File: src/rtl/ext_code_seq_if.sv
// Host-side strobe/data bundle and code outputs of the external-code sequencer.
// The host (master) drives the strobes and trigger; the sequencer (slave) drives code/index/status.
interface ext_code_seq_if #(
  parameter int CODE_W  = 32,
  parameter int INDEX_W = 3
);
  logic              iSET_CODE_FLAG;
  logic [CODE_W-1:0] iSET_CODE;
  logic              iSET_INDEX_FLAG;
  logic [INDEX_W-1:0] iSET_INDEX;
  logic              iTrigger;
  logic [CODE_W-1:0] oCode;
  logic [INDEX_W-1:0] oIndex;
  logic              oExhausted;
  logic              oStep;

  modport master (
    output iSET_CODE_FLAG, iSET_CODE, iSET_INDEX_FLAG, iSET_INDEX, iTrigger,
    input  oCode, oIndex, oExhausted, oStep
  );

  modport slave (
    input  iSET_CODE_FLAG, iSET_CODE, iSET_INDEX_FLAG, iSET_INDEX, iTrigger,
    output oCode, oIndex, oExhausted, oStep
  );
endinterface

File: src/rtl/ext_code_seq.sv
// External-code sequencer: DEPTH stored codes presented on each trigger pulse, index stepping down.
// Optional macro EXT_CODE_WR_AUTOINC_EN: each code write advances the index by +1 for burst loading.
module ext_code_seq #(
  parameter int CODE_W  = 32,
  parameter int INDEX_W = 3,
  parameter int DEPTH   = 8,
  parameter int WRAP    = 1
) (
  input logic iClk,
  input logic iRst,
  ext_code_seq_if.slave bus
);

  localparam logic [INDEX_W-1:0] LAST_IDX  = INDEX_W'(DEPTH - 1);
  localparam logic [INDEX_W:0]   DEPTH_EXT = (INDEX_W + 1)'(DEPTH);

  logic [CODE_W-1:0]  storage [DEPTH];
  logic [INDEX_W-1:0] index;
  logic [CODE_W-1:0]  codeReg;
  logic               exhaustedReg;
  logic               stepReg;
  logic               setCodePrev;
  logic               setIndexPrev;
  logic               triggerPrev;

  logic               setCodeRise;
  logic               setIndexRise;
  logic               triggerFall;
  logic [INDEX_W-1:0] presetIndex;
  logic [INDEX_W-1:0] incIndex;

  assign setCodeRise  = bus.iSET_CODE_FLAG & ~setCodePrev;
  assign setIndexRise = bus.iSET_INDEX_FLAG & ~setIndexPrev;
  assign triggerFall  = ~bus.iTrigger & triggerPrev;

  // Out-of-range presets clamp to the last stored word.
  assign presetIndex = ({1'b0, bus.iSET_INDEX} >= DEPTH_EXT) ? LAST_IDX : bus.iSET_INDEX;
  assign incIndex    = (index == LAST_IDX) ? '0 : index + 1'b1;

  // Priority on index update: preset, then write auto-increment (if built in), then trigger step.
  // The code write and the oCode read both use the index as it was before this edge.
  always_ff @(posedge iClk or posedge iRst) begin
    if (iRst) begin
      for (int i = 0; i < DEPTH; i++) begin
        storage[i] <= '0;
      end
      index        <= LAST_IDX;
      codeReg      <= '0;
      exhaustedReg <= 1'b0;
      stepReg      <= 1'b0;
      setCodePrev  <= 1'b0;
      setIndexPrev <= 1'b0;
      triggerPrev  <= 1'b0;
    end else begin
      setCodePrev  <= bus.iSET_CODE_FLAG;
      setIndexPrev <= bus.iSET_INDEX_FLAG;
      triggerPrev  <= bus.iTrigger;
      stepReg      <= 1'b0;
      codeReg      <= bus.iTrigger ? storage[index] : '0;
      if (setCodeRise) begin
        storage[index] <= bus.iSET_CODE;
      end
      if (setIndexRise) begin
        index        <= presetIndex;
        exhaustedReg <= 1'b0;
      end
`ifdef EXT_CODE_WR_AUTOINC_EN
      else if (setCodeRise) begin
        index <= incIndex;
      end
`endif
      else if (triggerFall) begin
        if (index != '0) begin
          index   <= index - 1'b1;
          stepReg <= 1'b1;
        end else if (WRAP != 0) begin
          index   <= LAST_IDX;
          stepReg <= 1'b1;
        end else begin
          exhaustedReg <= 1'b1;
        end
      end
    end
  end

`ifndef EXT_CODE_WR_AUTOINC_EN
  logic unusedIncIndex;
  assign unusedIncIndex = ^incIndex;
`endif

  assign bus.oCode      = codeReg;
  assign bus.oIndex     = index;
  assign bus.oExhausted = exhaustedReg;
  assign bus.oStep      = stepReg;

endmodule
File: src/flat_wrapper.sv
// flat-port wrapper written by rule: the top's interface ports become plain ports
module ext_code_seq_flat 
#(
  parameter int CODE_W  = 32,
  parameter int INDEX_W = 3,
  parameter int DEPTH   = 8,
  parameter int WRAP    = 1
)
  (iClk, iRst, bus_iSET_CODE_FLAG, bus_iSET_CODE, bus_iSET_INDEX_FLAG, bus_iSET_INDEX, bus_iTrigger, bus_oCode, bus_oIndex, bus_oExhausted, bus_oStep);
  ext_code_seq_if #(.CODE_W(CODE_W), .INDEX_W(INDEX_W)) bus_i ();
  input logic iClk;
  input logic iRst;
  input wire logic [$bits(bus_i.iSET_CODE_FLAG)-1:0] bus_iSET_CODE_FLAG;
  input wire logic [$bits(bus_i.iSET_CODE)-1:0] bus_iSET_CODE;
  input wire logic [$bits(bus_i.iSET_INDEX_FLAG)-1:0] bus_iSET_INDEX_FLAG;
  input wire logic [$bits(bus_i.iSET_INDEX)-1:0] bus_iSET_INDEX;
  input wire logic [$bits(bus_i.iTrigger)-1:0] bus_iTrigger;
  output wire logic [$bits(bus_i.oCode)-1:0] bus_oCode;
  output wire logic [$bits(bus_i.oIndex)-1:0] bus_oIndex;
  output wire logic [$bits(bus_i.oExhausted)-1:0] bus_oExhausted;
  output wire logic [$bits(bus_i.oStep)-1:0] bus_oStep;
  assign bus_i.iSET_CODE_FLAG = bus_iSET_CODE_FLAG;
  assign bus_i.iSET_CODE = bus_iSET_CODE;
  assign bus_i.iSET_INDEX_FLAG = bus_iSET_INDEX_FLAG;
  assign bus_i.iSET_INDEX = bus_iSET_INDEX;
  assign bus_i.iTrigger = bus_iTrigger;
  assign bus_oCode = bus_i.oCode;
  assign bus_oIndex = bus_i.oIndex;
  assign bus_oExhausted = bus_i.oExhausted;
  assign bus_oStep = bus_i.oStep;
  ext_code_seq #(.CODE_W(CODE_W), .INDEX_W(INDEX_W), .DEPTH(DEPTH), .WRAP(WRAP)) u_core (.iClk(iClk), .iRst(iRst), .bus(bus_i));
endmodule
File: config.mk
export PLATFORM = sky130hd
export DESIGN_NAME = ext_code_seq_flat
export DESIGN_NICKNAME = d
export VERILOG_FILES = /design/src/rtl/ext_code_seq_if.sv /design/src/rtl/ext_code_seq.sv /design/src/flat_wrapper.sv
export SDC_FILE = /design/constraint.sdc
export NUM_CORES = 1
export LEC_CHECK = 0
export CORE_UTILIZATION = 45
export DETAILED_ROUTE_END_ITERATION = 8
export SYNTH_ARGS = -nofsm -noshare
export SYNTH_HDL_FRONTEND = slang
export SYNTH_SLANG_ARGS = --single-unit
File: constraint.sdc
create_clock -name iClk -period 12.2 [get_ports iClk]
set_input_delay 3.05 -clock iClk [delete_from_list [all_inputs] [get_ports iClk]]
set_output_delay 3.05 -clock iClk [all_outputs]
set_load 0.05 [all_outputs]
== Word level (Yosys, flattened, before mapping) ==
Index checks and enable logic that the tools add are counted.

* Register bits: 295
* Latch bits: 0
* Memory bits (writable): 0
* Bits in read-only memories: 0
* Bits of input ports: 40
* Output and inout bits: 37
* Logic and storage cells: 39
* Memories: 0

* $add $sub $neg: 1
* $mul: 0
* Div/mod/pow operators: 0
* Magnitude comparators: 2
* Equal/unequal tests: 0
* Shift-type cells: 0
* Mux-type cells: 12
* Bitwise gates (word level): 7
* Reductions and logical operators: 3

{| class="wikitable"
|+ Operator list
! kind !! count
|-
| 256-bit bitwise mux || 1
|-
| 32-bit two-way mux || 4
|-
| 32-bit binary-select mux with 3-bit select || 1
|-
| 32-bit demux with 3-bit select || 1
|-
| 3-bit two-way mux || 3
|-
| 4-bit >= comparator, second input constant || 1
|-
| 4-bit by 1-bit less-than comparator with 1-bit output, second input constant || 1
|-
| 3-bit NOT with 4-bit output || 1
|-
| 1-bit AND || 3
|-
| 1-bit NOT || 3
|-
| 3-bit nonzero test || 1
|-
| 3-bit by 1-bit subtractor with 3-bit output, second input constant || 1
|-
| 1-bit two-way mux || 2
|-
| 2-bit nonzero test || 1
|-
| 1-bit logical AND || 1
|}

== Longest topological paths before layout ==
* Depth in word-level cells: 6
* Depth in mapped cells: 8
* Depth with buffers taken out: 6

== Least setup slack after synthesis ==
OpenSTA, ideal clock, no wires.

* Kind: input to register
* From: in bus_iSET_CODE_FLAG
* To: reg u_core.storage[146] (netlist bit)
* Setup time: 0.125 ns
* Arrival time: 4.039 ns
* Required time: 12.075 ns
* Setup slack: 8.036 ns
* Stages on the path: 5
* Path buffers: 2
* Path through: nor3b_2 nor2b_1 clkbuf_2 buf_4 mux2_2

* Cells in the longest elaborated chain, start to end: 1

{| class="wikitable"
|+ Ends and longest elaborated chain
! what !! line !! source
|-
| start, declared || flat_wrapper.sv:13 || <nowiki>input wire logic [$bits(bus_i.iSET_CODE_FLAG)-1:0] bus_iSET_CODE_FLAG;</nowiki>
|-
| 1-bit AND || ext_code_seq.sv:32 || <nowiki>assign setCodeRise = bus.iSET_CODE_FLAG & ~setCodePrev;</nowiki>
|-
| end signal, assigned by index || ext_code_seq.sv:61 || <nowiki>storage[index] <= bus.iSET_CODE;</nowiki>
|-
| end, declared || ext_code_seq.sv:17 || <nowiki>logic [CODE_W-1:0] storage [DEPTH];</nowiki>
|}

No other way between the ends.
A chain may end at the register's enable or synchronous reset.

== Worst setup path after layout ==
* From: reg u_core.index[0], in the netlist u_core.bus.oIndex[0]
* To: out bus_oIndex[0]

{| class="wikitable"
|+ RTL lines
! what !! line !! source
|-
| start, declared || ext_code_seq.sv:18 || <nowiki>logic [INDEX_W-1:0] index;</nowiki>
|-
| start signal, assigned || ext_code_seq.sv:64 || <nowiki>index <= presetIndex;</nowiki>
|-
| start signal, assigned || ext_code_seq.sv:74 || <nowiki>index <= index - 1'b1;</nowiki>
|-
| end, declared || flat_wrapper.sv:19 || <nowiki>output wire logic [$bits(bus_i.oIndex)-1:0] bus_oIndex;</nowiki>
|}

No word-level cell between the ends.

==> run metrics <==
status finished clean; HP Class register to register; Fmax achieved 174.5 MHz; CP top delay family flip-flops; CP required 9.15 ns; Reg2Reg Depth 4; reg-to-reg critical path startpoint u_core.bus.oIndex[0]$_DFFE_PP1P_; WL/cell 21.31 um; Crit path largest cell delay 1.18 ns; worst r2r dst u_core.storage[236]$_DFFE_PP0P_; Cell Count, Final, Fillers Out 1378; Leak 6.642 nW; CP Class register to output port; RePlAce Congestion 0.6974; Least-Margin Pin Slew 1.099 ns; unrepaired setup endpoints after global routing false; Max Cap Viol 0; Reg2Reg Setup Slack 8.32 ns; WP data arrival 2.68 ns; Worst Setup EP bus_oIndex[0]; power per cell area 245.6 nW/um^2; worst-case clock buffer depth 3; CP max FO 67; Setup violations, final 0; count leader, synth dfrtp_1; Post-synth top cells dfrtp_1, mux2_2, mux2i_1; largest net degree at the start of global routing 100; Final Routed Wirelength 29360 um; Unique masters post-synth 43; GRT Resource Usage Total 20.85%; WP depth 1; H-tree depth 1; HP Start u_core.storage[56]$_DFFE_PP0P_; Setup TNS Final 0 ns; syn_area_per_cell 14.19 um^2; share of cells above drive strength 1 35.54%; synthesis warning total 0; Die W 172.1 um; top-area cell type share of the netlist area 56.09%; clk_skew 0.007421 ns; Final Max Tran Viols 0; # placed instances 1322; Post-CTS Repair Setup Buffers 0; core area 28160 um^2; ys flop type dfrtp_1; FILL cells 2384; asr flop ratio synth 100.0%; headroom to the max-slew limit 26.72%; Final Hold Vio Count 0; nets@finish 1019; Post-Syn Instances 918; Area contributors post-synth dfrtp_1, mux2_2, mux2i_1; DRC viols 0; TritonCTS clock tree built; die area 29630 um^2; die height 172.1 um; TritonCTS buffer count 31; Crit. End Element output port; crit-path cells clkdlybuf4s50_1; worst-skew pair later-pin latency 0.55 ns; clock slew at reported path FFs 0.06 ns; Seq cells post-synth 295; WP buf/inv 1; cell taking the most area after synthesis dfrtp_1; total gr overflow 0; CTS root buf clkbuf_16; cts hold-fix bufs 0; vias per cell 5.512; number of synthesized flops with an enable pin 0; Detail Route Antenna Nets 0; I/O pin cnt 77; vias in the first global route 7925; 1st-pass router iterations 4; routed vias 7596; Site Rows 61; post_cts resized 0; CP startpoint u_core.bus.oIndex[0]$_DFFE_PP1P_; mapped cell area 13030 um^2; clock sink total 295; peak supply drop 0.1289 mV; crit path time final 5.729 ns; Tcrit/Tclk final 46.96%; Port Buffer Count 75; synthesized net count 960; final HPWL from detailed placement 16190 um; first-pass GRT wire length 46970 um; slowest CP cell dfstp_4; sequential element share of the synthesized area 56.69%; Starting Density 46.26%; 1st-iter DRT viols 399; initial antenna violation count 1; Worst setup SP type register; area grow syn2layout 15.95%
-- report_power, final --
part           total [mW]  switching [mW]  internal [mW]
combinational        1.09           0.488          0.602
sequential           1.67           0.232           1.44
clock               0.950           0.376          0.574
-- logic make-up after synthesis --
group | Yosys count | share of synthesized area, %
mux | 361 | 31.27
flops | 295 | 56.69
compound gates | 118 | 6.128
simple gates | 73 | 2.977
buf+inv | 68 | 2.708
fa+ha+maj | 2 | 0.1921
other cells | 1 | 0.02879
-- flip-flops by register name, summed over array words and instances, names as in the netlist --
signal,cells
u_core.storage,256
u_core.bus.oCode,32
u_core.bus.oIndex,3
u_core.bus.oStep,1
u_core.setCodePrev,1
u_core.setIndexPrev,1
u_core.triggerPrev,1
-- worst min-delay path by stage --
stage	slack (ns)	depth (start not counted)	to
after detailed placement	0.48	1	u_core.storage[87]$_DFFE_PP0P_
after floorplan	0.46	1	u_core.storage[87]$_DFFE_PP0P_
after global placement	0.48	1	u_core.storage[87]$_DFFE_PP0P_
final	0.49	1	u_core.storage[56]$_DFFE_PP0P_
after CTS	0.49	1	u_core.storage[87]$_DFFE_PP0P_
after global routing	0.51	1	u_core.storage[56]$_DFFE_PP0P_
-- metal layers --
layer  vias up  GRT usage (%)  wire length [um]
met5         -              0                 0
li1       3474              -                 -
met3        25          3.548              1277
met2       130          32.91             13420
met1      3967          30.40             14350
met4         0          3.771               318
-- placed cells by master (no fill, tap or decap), types with 3 or more instances in the layout --
master           Yosys  final
dfrtp_1            292    292
mux2_2             245    245
mux2i_1             83     83
clkdlybuf4s50_1      0     74
o22ai_1             39     39
clkbuf_16            0     31
mux2_4              30     30
nand2_1             27     25
a21oi_1             19     19
o21a_1              17     17
buf_4                7     15
o31a_1              14     14
nand3_1             14     13
nor3b_1             11     11
a22oi_1             10     10
clkbuf_8             0      8
nor2_1               8      7
clkinv_2             0      7
o21ai_0              6      6
clkbuf_1            15      6
a211oi_1             5      5
mux2_1               3      3
nor2b_1              4      3
bufinv_16            0      3
-- per-stage QoR --
step                      util [%]  setup WS (ns)  total power [mW]  hold WS, ns  instance area (um^2)
after global routing         53.63          6.367             3.928       0.5088                 15100
after floorplan                  -          1.008             2.493       0.4578                 13030
after detailed placement     49.96          6.435             2.783       0.4791                 14070
after global placement       49.96          6.450             2.748       0.4781                 14070
after CTS                    53.63          6.414             3.744       0.4929                 15100
final                        53.64          6.471             3.710       0.4900                 15110
-- cell type report --
class / instances / area [um^2] / share of cell area [%]
inverters: 4 / 22.52 / 0.1491
flip-flops and latches: 295 / 7390 / 48.92
diodes: 1 / 2.502 / 0.01657
clock buffers: 45 / 908.4 / 6.013
well taps: 378 / 473.0 / 3.131
multi-input cells: 555 / 5326 / 35.26
repair buffers: 90 / 858.3 / 5.682
clock inverters: 10 / 125.1 / 0.8283
(Power assumes the default switching activity.)
